`config.mk`:
```
export PLATFORM = sky130hd
export DESIGN_NAME = uart_tx_flat
export DESIGN_NICKNAME = d
export VERILOG_FILES = /design/src/rtl/uart_tx_if.sv /design/src/rtl/uart_tx.sv /design/src/flat_wrapper.sv
export SDC_FILE = /design/constraint.sdc
export NUM_CORES = 1
export LEC_CHECK = 0
export BUFFER_PORTS_ARGS = -buffer_cell sky130_fd_sc_hd__buf_2
export CAP_MARGIN = 40
export CORE_MARGIN = 10
export CORE_UTILIZATION = 67
export DETAILED_ROUTE_END_ITERATION = 6
export PLACE_DENSITY = 0.94
export SETUP_SLACK_MARGIN = 0.15
export SYNTH_ARGS = -nofsm -noshare
export SYNTH_HDL_FRONTEND = slang
export SYNTH_SLANG_ARGS = --single-unit
export TNS_END_PERCENT = 30
```
`constraint.sdc`:
```
create_clock -name i_clk -period 6.98 [get_ports i_clk]
set_input_delay 0.349 -clock i_clk [delete_from_list [all_inputs] [get_ports i_clk]]
set_output_delay 0.349 -clock i_clk [all_outputs]
set_load 0.02 [all_outputs]
```
`src/rtl/uart_tx_if.sv`:
```
// rtl/uart_tx_if.sv - byte-write strobe and line/status signals of the buffered UART transmitter
//
// Ports (master = byte producer / observer, slave = uart_tx):
//   i_wr_en       one-cycle strobe, push i_wr_data
//   i_wr_data     byte to transmit
//   o_tx          serial line, idle high
//   o_busy        frame in progress or FIFO non-empty
//   o_fifo_count  FIFO occupancy
//   o_overflow    one-cycle pulse when a write is dropped
interface uart_tx_if #(
    parameter int FIFO_DEPTH = 16
);
    logic                          i_wr_en;
    logic [7:0]                    i_wr_data;
    logic                          o_tx;
    logic                          o_busy;
    logic [$clog2(FIFO_DEPTH):0]   o_fifo_count;
    logic                          o_overflow;

    modport master (
        output i_wr_en,
        output i_wr_data,
        input  o_tx,
        input  o_busy,
        input  o_fifo_count,
        input  o_overflow
    );

    modport slave (
        input  i_wr_en,
        input  i_wr_data,
        output o_tx,
        output o_busy,
        output o_fifo_count,
        output o_overflow
    );
endinterface

```
`src/rtl/uart_tx.sv`:
```
// rtl/uart_tx.sv - buffered 8N1 UART transmitter with drop-on-full byte FIFO
//
// Ports:
//   i_clk    system clock, rising edge
//   i_rst_n  asynchronous active-low reset
//   bus      uart_tx_if.slave: i_wr_en/i_wr_data in; o_tx, o_busy,
//            o_fifo_count, o_overflow out
module uart_tx #(
    parameter int CLK_FREQ_HZ = 100_000_000,
    parameter int BAUD_RATE   = 115_200,
    parameter int FIFO_DEPTH  = 16
) (
    input  logic      i_clk,
    input  logic      i_rst_n,
    uart_tx_if.slave  bus
);
    localparam int ClksPerBit = CLK_FREQ_HZ / BAUD_RATE;
    localparam int BaudW      = (ClksPerBit < 2) ? 1 : $clog2(ClksPerBit);
    localparam int PtrW       = $clog2(FIFO_DEPTH);
    localparam int CntW       = PtrW + 1;
    localparam logic [BaudW-1:0] BaudLast = BaudW'(ClksPerBit - 1);
    localparam logic [CntW-1:0]  Depth    = CntW'(FIFO_DEPTH);

    generate
        if (ClksPerBit < 2) begin : g_bad_divisor
            $error("uart_tx: CLK_FREQ_HZ / BAUD_RATE must be at least 2");
        end
        if (FIFO_DEPTH < 2 || (FIFO_DEPTH & (FIFO_DEPTH - 1)) != 0) begin : g_bad_depth
            $error("uart_tx: FIFO_DEPTH must be a power of two, at least 2");
        end
    endgenerate

    typedef enum logic [1:0] {IDLE, START, DATA, STOP} state_t;

    state_t            state_q, state_d;
    logic [7:0]        mem [FIFO_DEPTH];
    logic [PtrW-1:0]   rd_ptr_q, wr_ptr_q;
    logic [CntW-1:0]   count_q;
    logic [7:0]        shift_q, shift_d;
    logic [2:0]        bit_q, bit_d;
    logic [BaudW-1:0]  baud_q, baud_d;
    logic              tx_q, tx_d;
    logic              ovf_q;
    logic              pop;
    logic              push;
    logic              drop;
    logic              full;
    logic              empty;
    logic              last;

    assign full  = (count_q == Depth);
    assign empty = (count_q == '0);
    assign last  = (baud_q == BaudLast);
    // A pop in the same cycle frees a slot, so a write into a full FIFO still lands.
    assign push  = bus.i_wr_en && (!full || pop);
    assign drop  = bus.i_wr_en && full && !pop;

    always_ff @(posedge i_clk) begin
        if (push) begin
            mem[wr_ptr_q] <= bus.i_wr_data;
        end
    end

    always_ff @(posedge i_clk or negedge i_rst_n) begin
        if (!i_rst_n) begin
            rd_ptr_q <= '0;
            wr_ptr_q <= '0;
            count_q  <= '0;
            ovf_q    <= 1'b0;
        end else begin
            if (push) begin
                wr_ptr_q <= wr_ptr_q + PtrW'(1);
            end
            if (pop) begin
                rd_ptr_q <= rd_ptr_q + PtrW'(1);
            end
            case ({push, pop})
                2'b10:   count_q <= count_q + CntW'(1);
                2'b01:   count_q <= count_q - CntW'(1);
                default: count_q <= count_q;
            endcase
            ovf_q <= drop;
        end
    end

    always_ff @(posedge i_clk or negedge i_rst_n) begin
        if (!i_rst_n) begin
            state_q <= IDLE;
            shift_q <= '0;
            bit_q   <= '0;
            baud_q  <= '0;
            tx_q    <= 1'b1;
        end else begin
            state_q <= state_d;
            shift_q <= shift_d;
            bit_q   <= bit_d;
            baud_q  <= baud_d;
            tx_q    <= tx_d;
        end
    end

    always_comb begin
        state_d = state_q;
        shift_d = shift_q;
        bit_d   = bit_q;
        baud_d  = baud_q;
        pop     = 1'b0;
        tx_d    = 1'b1;
        case (state_q)
            IDLE: begin
                if (!empty) begin
                    pop     = 1'b1;
                    shift_d = mem[rd_ptr_q];
                    baud_d  = '0;
                    state_d = START;
                end
            end
            START: begin
                if (last) begin
                    baud_d  = '0;
                    bit_d   = '0;
                    state_d = DATA;
                end else begin
                    baud_d = baud_q + BaudW'(1);
                end
            end
            DATA: begin
                if (last) begin
                    baud_d  = '0;
                    shift_d = {1'b0, shift_q[7:1]};
                    if (bit_q == 3'd7) begin
                        state_d = STOP;
                    end else begin
                        bit_d = bit_q + 3'd1;
                    end
                end else begin
                    baud_d = baud_q + BaudW'(1);
                end
            end
            STOP: begin
                if (last) begin
                    baud_d = '0;
                    // Chain straight into the next start bit when more bytes wait.
                    if (!empty) begin
                        pop     = 1'b1;
                        shift_d = mem[rd_ptr_q];
                        state_d = START;
                    end else begin
                        state_d = IDLE;
                    end
                end else begin
                    baud_d = baud_q + BaudW'(1);
                end
            end
            default: state_d = IDLE;
        endcase
        // The line level is derived from the next state so o_tx is a plain flop.
        case (state_d)
            START:   tx_d = 1'b0;
            DATA:    tx_d = shift_d[0];
            default: tx_d = 1'b1;
        endcase
    end

    assign bus.o_tx         = tx_q;
    assign bus.o_busy       = (state_q != IDLE) || (count_q != '0);
    assign bus.o_fifo_count = count_q;
    assign bus.o_overflow   = ovf_q;
endmodule

```
`src/flat_wrapper.sv`:
```
// flat-port wrapper written by rule: the top's interface ports become plain ports
module uart_tx_flat 
#(
    parameter int CLK_FREQ_HZ = 100_000_000,
    parameter int BAUD_RATE   = 115_200,
    parameter int FIFO_DEPTH  = 16
)
  (i_clk, i_rst_n, bus_i_wr_en, bus_i_wr_data, bus_o_tx, bus_o_busy, bus_o_fifo_count, bus_o_overflow);
  uart_tx_if #(.FIFO_DEPTH(FIFO_DEPTH)) bus_i ();
  input  logic i_clk;
  input  logic i_rst_n;
  input wire logic [$bits(bus_i.i_wr_en)-1:0] bus_i_wr_en;
  input wire logic [$bits(bus_i.i_wr_data)-1:0] bus_i_wr_data;
  output wire logic [$bits(bus_i.o_tx)-1:0] bus_o_tx;
  output wire logic [$bits(bus_i.o_busy)-1:0] bus_o_busy;
  output wire logic [$bits(bus_i.o_fifo_count)-1:0] bus_o_fifo_count;
  output wire logic [$bits(bus_i.o_overflow)-1:0] bus_o_overflow;
  assign bus_i.i_wr_en = bus_i_wr_en;
  assign bus_i.i_wr_data = bus_i_wr_data;
  assign bus_o_tx = bus_i.o_tx;
  assign bus_o_busy = bus_i.o_busy;
  assign bus_o_fifo_count = bus_i.o_fifo_count;
  assign bus_o_overflow = bus_i.o_overflow;
  uart_tx #(.CLK_FREQ_HZ(CLK_FREQ_HZ), .BAUD_RATE(BAUD_RATE), .FIFO_DEPTH(FIFO_DEPTH)) u_core (.i_clk(i_clk), .i_rst_n(i_rst_n), .bus(bus_i));
endmodule
```
==> impl_metrics.ini, run 1 <==
[timing]
clock.fmax_ghz = 0.295
holdWs_ps = 201
finClkSkew_ps = 14.6
final.setup.worst_slack_ps = 3590
slew_headroom = 0.376
setup_tns_ps = 0
worst_pin_slew_ps = 934
min_period_over_period = 0.485
finalMaxSlewViolations = 0
hold_viol = 0
finalCriticalPeriod_ps = 3390
rsz0062_at_grt = no
setup-violations-final = 0

[setup_path]
cpMaxStageDelayCell = or4b_1
path_cells = ha_1, nor2b_1, a41oi_1, or4b_1, o21ai_0, ha_1, nor3_1, nor2_1, o32ai_4, xnor2_1
required_ps = 7420
startpoint_type = flop
path_common_cell = ha_1
critPathCaptureType = flop
critPathArrivalTime_ps = 3820
crit_family = simple AND/OR/NAND/NOR gates
cp.buffers_inverters = 0
slowest_delay_ps = 750
critPathKind = reg -> reg
worstPathMaxFanout = 8

[clocking]
cts_resized = 0
numCtsBuffers = 17
clock_latency_ps = 540
clock-root-buffer = clkbuf_8
postCtsSetupBuffers = 0
cts_buffer_depth = 2
h-tree-depth = 4
tritoncts = done
cts.sink_count = 166
clk_pin_slew_ps = 70
cts_hold_buf = 1

[global_route]
grt_max_degree = 39
grt_usage = 0.238
grt_pass1_vias = 4305
grt_pass1_wl_mm = 26.2
antenna_found_initial = 0
overflow = 0

[synthesis]
ys_warn_count = 0
synth_cell_type_count = 53
yosysSeqAreaShare = 0.669
synthCells = 444
synth_fp_nets = 470
synthArstFlopShare = 0.229
synth_edf_count = 128
synth_flop_cell = edfxtp_1
syn_avg_cell_area_um2 = 16.2
ys_ff_latch = 166
synthesis.area_um2 = 7170

[finish]
final_area_um2 = 7990
final_cell_mix = 128 x edfxtp_1, 39 x mux4_2, 36 x dfrtp_1
area_growth_pct = 11.4
n_antenna_cell = 0
drive_above_1_share = 0.219
layout.nets = 496
n_fill_cell = 541
final_common_cell = edfxtp_1
final_util = 0.770
final_cell_count_no_fill = 619

[drt]
drt_wl_total_mm = 16.6
antenna_left = 0
wl_per_cell_um = 26.8
drt_iter0_markers = 730
drc = 0
drtPass1Iterations = 5
vias_per_cell = 6.91
via_count = 4276

[power]
vdd_drop_max_v = 0.000272
p_leak_nw = 2.89
p_per_area_nw_per_um2 = 310
totalPowerFinal_mw = 2.48

[floorplanning]
die_x_um = 123
start_util = 0.691
num_rows = 37
core_area_um2 = 10400
die_height_um = 123
die_area_um2 = 15200
ioPinCount = 19

[placed_design]
dp_hpwl_mm = 9.88
gp_congestion = 0.905
port_buffers = 18
dpl_cell_area_um2 = 7390
place_ws_ps = 3520
place_inst = 584

[status]
status = finished, final reports clean

[flow_run]
maxCapViolations = 0

[hold_path]
hold_class = in -> reg
-- flip-flops by register name, indices dropped and copies added, names as in the netlist --
name                     flops
u_core.baud_q               10
u_core.bit_q                 3
u_core.bus.o_fifo_count      5
u_core.bus.o_overflow        1
u_core.bus.o_tx              1
u_core.mem                 128
u_core.rd_ptr_q              4
u_core.shift_q               8
u_core.state_q               2
u_core.wr_ptr_q              4
-- Yosys cell counts (4+ instances only) --
cell type  count  area share
edfxtp_1     128        0.54
mux4_2        39        0.12
dfrtp_1       37        0.13
nand2_1       32       0.017
inv_1         23       0.012
o21ai_0       21       0.015
ha_1          15       0.026
nor2_1        15      0.0079
and3_1        12       0.010
nand3_1       12      0.0084
clkbuf_1      10      0.0052
buf_2          8      0.0056
nor2b_1        8      0.0070
nor3_1         8      0.0056
o221ai_1       7      0.0086
xnor2_1        7      0.0086
a22o_1         5      0.0061
buf_1          5      0.0026
a31oi_1        4      0.0035
o31ai_1        4      0.0042
-- area by class of cell --
type                            count  area, um^2  area share
Clock buffer                       19         422      0.0528
Clock inverter                     13         148      0.0185
Inverter                           23        86.3      0.0108
Multi-Input combinational cell    232        2190       0.275
Sequential cell                   166        4800       0.601
Tap cell                          136         170      0.0213
Timing Repair Buffer               30         170      0.0213
-- report_power, final --
| group | total [mW] | internal [mW] | switching [mW] | leakage (nW) |
|---|---|---|---|---|
| Combinational | 0.319 | 0.114 | 0.205 | 0.998 |
| Clock | 0.914 | 0.514 | 0.400 | 0.268 |
| Sequential | 1.24 | 1.17 | 0.0734 | 1.62 |
| Total | 2.48 | 1.80 | 0.678 | 2.89 |
-- layer usage --
layer / wire, um / GRT usage / vias to the layer above
met1: 6090 / 0.287 / 2187
li1: - / - / 1799
met4: 497 / 0.0932 / 0
met2: 8860 / 0.407 / 240
met5: 0 / 0 / -
met3: 1160 / 0.0583 / 50
-- final timing paths --
check,end,start,cells after the start,slack (ps)
max,u_core.bus.o_fifo_count[4],u_core.baud_q[0],10,3590
min,u_core.mem[7][1],bus_i_wr_data[1],1,200
max reg2reg,u_core.bus.o_fifo_count[4],u_core.baud_q[0],10,3590
min reg2reg,u_core.baud_q[9],u_core.baud_q[9],1,490
max in group asynchronous,u_core.rd_ptr_q[0],i_rst_n,2,5920
min in group asynchronous,u_core.baud_q[6],i_rst_n,2,450
-- logic make-up (layout without fill, tap and decap cells) --
group / Yosys count / after routing / synth area share
AO/OA/AOI/OAI: 65 / 65 / 0.0689
XOR/XNOR: 10 / 10 / 0.0122
adder cells (fa/ha/maj): 15 / 15 / 0.0262
buffers and inverters: 46 / 85 / 0.0255
flip-flops: 166 / 166 / 0.669
multiplexers: 45 / 45 / 0.131
AND/OR/NAND/NOR: 97 / 97 / 0.0670
(Power assumes the default switching activity.)
==> run 2, diff against run 1 <==
CORE_UTILIZATION = 56   (was 67)
PLACE_DENSITY = 0.85   (was 0.94)
clock period = 2.8 ns   (was 6.98 ns; I/O delays follow)
==> impl_metrics.ini, run 2 (synthesized netlist as in run 1, its figures left out) <==
[finish]
final_common_cell = edfxtp_1
drive_above_1_share = 0.288
area_growth_pct = 16.4
n_antenna_cell = 0
top_register = u_core.mem
largest_register_ffs = 128
final_cell_mix = 128 x edfxtp_1, 39 x mux4_2, 36 x dfrtp_1
reg_top3 = u_core.mem: 128 flops, u_core.baud_q: 10 flops, u_core.shift_q: 8 flops
layout.nets = 513
final_util = 0.664

[status]
status = finished, final reports clean

[power]
totalPowerFinal_mw = 6.36
p_per_area_nw_per_um2 = 762
p_leak_nw = 3.02
vdd_drop_max_v = 0.000621

[global_route]
grt_usage = 0.171
antenna_found_initial = 0
grt_pass1_vias = 4212
grt_max_degree = 25
grt_pass1_wl_mm = 23.4
overflow = 0

[timing]
rsz0062_at_grt = no
worst_pin_slew_ps = 606
setup_tns_ps = 0
finalCriticalPeriod_ps = 2570
hold_viol = 0
setup-violations-final = 0
finalMaxSlewViolations = 0
min_period_over_period = 0.917
slew_headroom = 0.596
clock.fmax_ghz = 0.389
finClkSkew_ps = 9.64

[clocking]
cts.sink_count = 166
h-tree-depth = 4
clock-root-buffer = clkbuf_16
numCtsBuffers = 17
clock_latency_ps = 430
clk_pin_slew_ps = 70
tritoncts = done
cts_buffer_depth = 2

[placed_design]
port_buffers = 18
gp_congestion = 0.884
dp_hpwl_mm = 9.74

[setup_path]
path_cells = and4bb_4, a41oi_2, or4b_4, o21ai_2, ha_2, buf_4, a32oi_2, o32ai_4, xnor2_1
critPathCaptureType = flop
worstPathMaxFanout = 6
critPathArrivalTime_ps = 2910
slowest_delay_ps = 600
reg2reg_depth = 9
startpoint_type = flop
cpMaxStageDelayCell = or4b_4
critPathKind = reg -> reg
required_ps = 3150

[drt]
via_count = 4147
drtPass1Iterations = 6
drt_iter0_markers = 447
drt_wl_total_mm = 14.7
drc = 0
vias_per_cell = 6.17
antenna_left = 0
wl_per_cell_um = 21.9

[floorplanning]
start_util = 0.571
die_area_um2 = 17700
die_x_um = 133
ioPinCount = 19
core_area_um2 = 12600
die_height_um = 133
num_rows = 41

[hold_path]
holdPathStages = 1
hold_class = in -> reg

[flow_run]
maxCapViolations = 0
-- run 2: cell types whose count changed in the layout (fill, tap and decap cells not counted), sizes merged --
cell	before	now
clkbuf	20	17
bufinv	2	3
buf	28	46
inv	26	27
-- run 2: worst paths after layout --
check / from / to / slack (ps)
worst max register to register: u_core.baud_q[4] / u_core.bus.o_fifo_count[4] / 230
max in group asynchronous: i_rst_n / u_core.bus.o_tx / 2090
worst min register to register: u_core.baud_q[9] / u_core.baud_q[9] / 480
worst min-delay path: bus_i_wr_data[1] / u_core.mem[6][1] / 100
worst max-delay path: u_core.baud_q[4] / u_core.bus.o_fifo_count[4] / 230
min in group asynchronous: i_rst_n / u_core.rd_ptr_q[2] / 180
-- run 2: per-layer routing --
layer / up-vias / track usage / routed length (um) / share of wire
li1: 1833 / - / - / -
met1: 2134 / 0.201 / 5720 / 0.39
met2: 154 / 0.296 / 7930 / 0.54
met3: 26 / 0.0455 / 757 / 0.052
met4: 0 / 0.0653 / 280 / 0.019
met5: - / 0 / 0 / 0
-- run 2: power breakdown --
| group | switching [mW] | internal [mW] |
|---|---|---|
| registers | 0.188 | 2.91 |
| logic | 0.487 | 0.345 |
| clock network | 1.00 | 1.42 |
| total | 1.68 | 4.68 |
-- run 2: through the flow --
stage / instances / area [um^2] / setup WS, ps / hold WS (ps)
after floorplan: 444 / 7170 / 168 / -156
after global placement: 631 / 7560 / 211 / 289
after detailed placement: 632 / 7580 / 56.5 / 96.4
after CTS: 665 / 8220 / 147 / 81.1
after global routing: 672 / 8350 / 118 / 92.6
final: 672 / 8350 / 231 / 95.0
-- run 2: area by class of cell --
| cell class | count | area, um^2 |
|---|---|---|
| Sequential cell | 166 | 4800 |
| Fill cell | 819 | 4220 |
| Multi-Input combinational cell | 232 | 2270 |
| Clock buffer | 17 | 425 |
| Timing Repair Buffer | 47 | 355 |
| Tap cell | 172 | 215 |
| Clock inverter | 15 | 196 |
| Inverter | 23 | 86.3 |
-- run 2: timing repair --
item / in CTS / in global routing
pin swaps: 2 / 8
setup buffers: 0 / 7
hold buffers: 1 / 0
gates resized for setup: 4 / 18
hold endpoints to repair: 37 / 0
gates cloned: 0 / 0
endpoints found under the setup margin: 8 / 81
-- run 2: worst max-delay path: cells and delay by family (launching register included) --
kind / cells / cell delay [ps]
AND/OR/NAND/NOR: 2 / 1000
AO/OA/AOI/OAI: 4 / 560
flip-flops: 1 / 420
adder cells (fa/ha/maj): 1 / 240
XOR/XNOR: 1 / 150
buffers and inverters: 1 / 120
==> run 3, diff against run 2 <==
REMOVE_ABC_BUFFERS = 1   (was unset)
==> impl_metrics.ini, run 3 (synthesized netlist as in run 1, its figures left out) <==
[hold_path]
worstHoldStart = bus_i_wr_data[2]
holdPathStages = 1
hold_class = in -> reg
holdPathEnd = u_core.mem[12][2]

[setup_path]
required_ps = 3120
startpoint_type = flop
r2r_slack_ps = 310
r2r-end = u_core.bus.o_fifo_count[4]
cp-startpoint = u_core.state_q[0]
critPathCaptureType = flop
critPathArrivalTime_ps = 2810
reg2reg_depth = 9
critPathKind = reg -> reg
worstPathMaxFanout = 6
reg2reg_from = u_core.state_q[0]

[timing]
finalCriticalPeriod_ps = 2490
finClkSkew_ps = 7.73
min_period_over_period = 0.890
final.setup.worst_slack_ps = 308
hold_viol = 0
worst_pin_slew_ps = 808
slew_headroom = 0.461
rsz0062_at_grt = no
finalMaxSlewViolations = 0
holdWs_ps = 94.9
clock.fmax_ghz = 0.401
setup-violations-final = 0

[floorplanning]
start_util = 0.571
num_rows = 41
ioPinCount = 19
die_area_um2 = 17700
die_x_um = 133
die_height_um = 133
core_area_um2 = 12600

[placed_design]
port_buffers = 18
place_ws_ps = 147
gp_congestion = 0.927
place_inst = 633
dp_hpwl_mm = 9.55

[finish]
n_antenna_cell = 0
area_growth_pct = 15.0
reg_top3 = u_core.mem: 128 flops, u_core.baud_q: 10 flops, u_core.shift_q: 8 flops
seq_area_um2 = 4800
drive_above_1_share = 0.261
layout.nets = 511
final_cell_count_no_fill = 670
n_fill_cell = 811
top_register = u_core.mem
final_common_cell = edfxtp_1
largest_register_ffs = 128
multiInputGateArea_um2 = 2220
final_util = 0.656
final_cell_mix = 128 x edfxtp_1, 39 x mux4_2, 36 x dfrtp_1

[clocking]
numCtsBuffers = 17
cts_buffer_depth = 2
clock_latency_ps = 430
tritoncts = done
cts.sink_count = 166
h-tree-depth = 4
clock-root-buffer = clkbuf_16
clk_pin_slew_ps = 70

[drt]
drt_iter0_markers = 381
vias_per_cell = 6.11
drt_wl_total_mm = 14.6
drtPass1Iterations = 5
wl_per_cell_um = 21.8
drc = 0
via_count = 4093
antenna_left = 0

[status]
status = finished, final reports clean

[global_route]
grt_max_degree = 21
overflow = 0
antenna_found_initial = 0
grt_pass1_wl_mm = 23.5
grt_usage = 0.172
grt_pass1_vias = 4228

[power]
p_per_area_nw_per_um2 = 750
p_leak_nw = 3.01
vdd_drop_max_v = 0.000785

[flow_run]
maxCapViolations = 0
-- run 3: routing by layer --
| metal | vias to the layer above | track usage | part of all wire |
|---|---|---|---|
| met5 | - | 0 | 0 |
| met4 | 0 | 0.0544 | 0.016 |
| met3 | 18 | 0.0541 | 0.058 |
| met2 | 149 | 0.298 | 0.53 |
| met1 | 2096 | 0.201 | 0.39 |
| li1 | 1830 | - | - |
-- run 3: layout make-up --
class                   instances  area share
well taps                     172      0.0261
clock buffers                  17      0.0516
flip-flops and latches        166       0.582
inverters                      23      0.0105
multi-input cells             232       0.269
clock inverters                15      0.0199
repair buffers                 45      0.0413
-- run 3: stage by stage --
stage                     TNS [ps]  instance area, um^2  power [mW]
after CTS                        0                 8210        6.22
after global placement           0                 7560        3.82
after detailed placement         0                 7590        3.88
after floorplan               -331                 7070        3.56
final                            0                 8250        6.19
after global routing             0                 8250        6.43
-- run 3: worst max-delay path by stage --
stage,end
2_1_floorplan,u_core.bus.o_fifo_count[4]
6_report,u_core.bus.o_fifo_count[4]
5_1_grt,u_core.bus.o_fifo_count[4]
3_5_place_dp,u_core.bus.o_fifo_count[4]
3_3_place_gp,u_core.bus.o_fifo_count[4]
4_1_cts,u_core.bus.o_fifo_count[4]
-- run 3: worst max-delay path, stage by stage, from the launching register on --
cell and delay, ps:
dfrtp_1 450, inv_1 110, ha_1 350, or4b_4 570
o21ai_1 160, ha_2 240, nor3_1 50, nor2_1 210
o32ai_4 100, xnor2_1 150
-- run 3: where the power goes --
part           total [mW]  internal (mW)  switching [mW]
sequential           3.07           2.91           0.162
clock                2.32           1.33           0.985
combinational       0.796          0.323           0.474
total                6.19           4.57            1.62
-- run 3: timing repair --
item	in CTS	in global routing
setup buffers	1	3
resized for setup	2	7
endpoints found under the setup margin	1	43
hold buffers	1	0
hold endpoints to repair	18	0
pin swaps	0	2
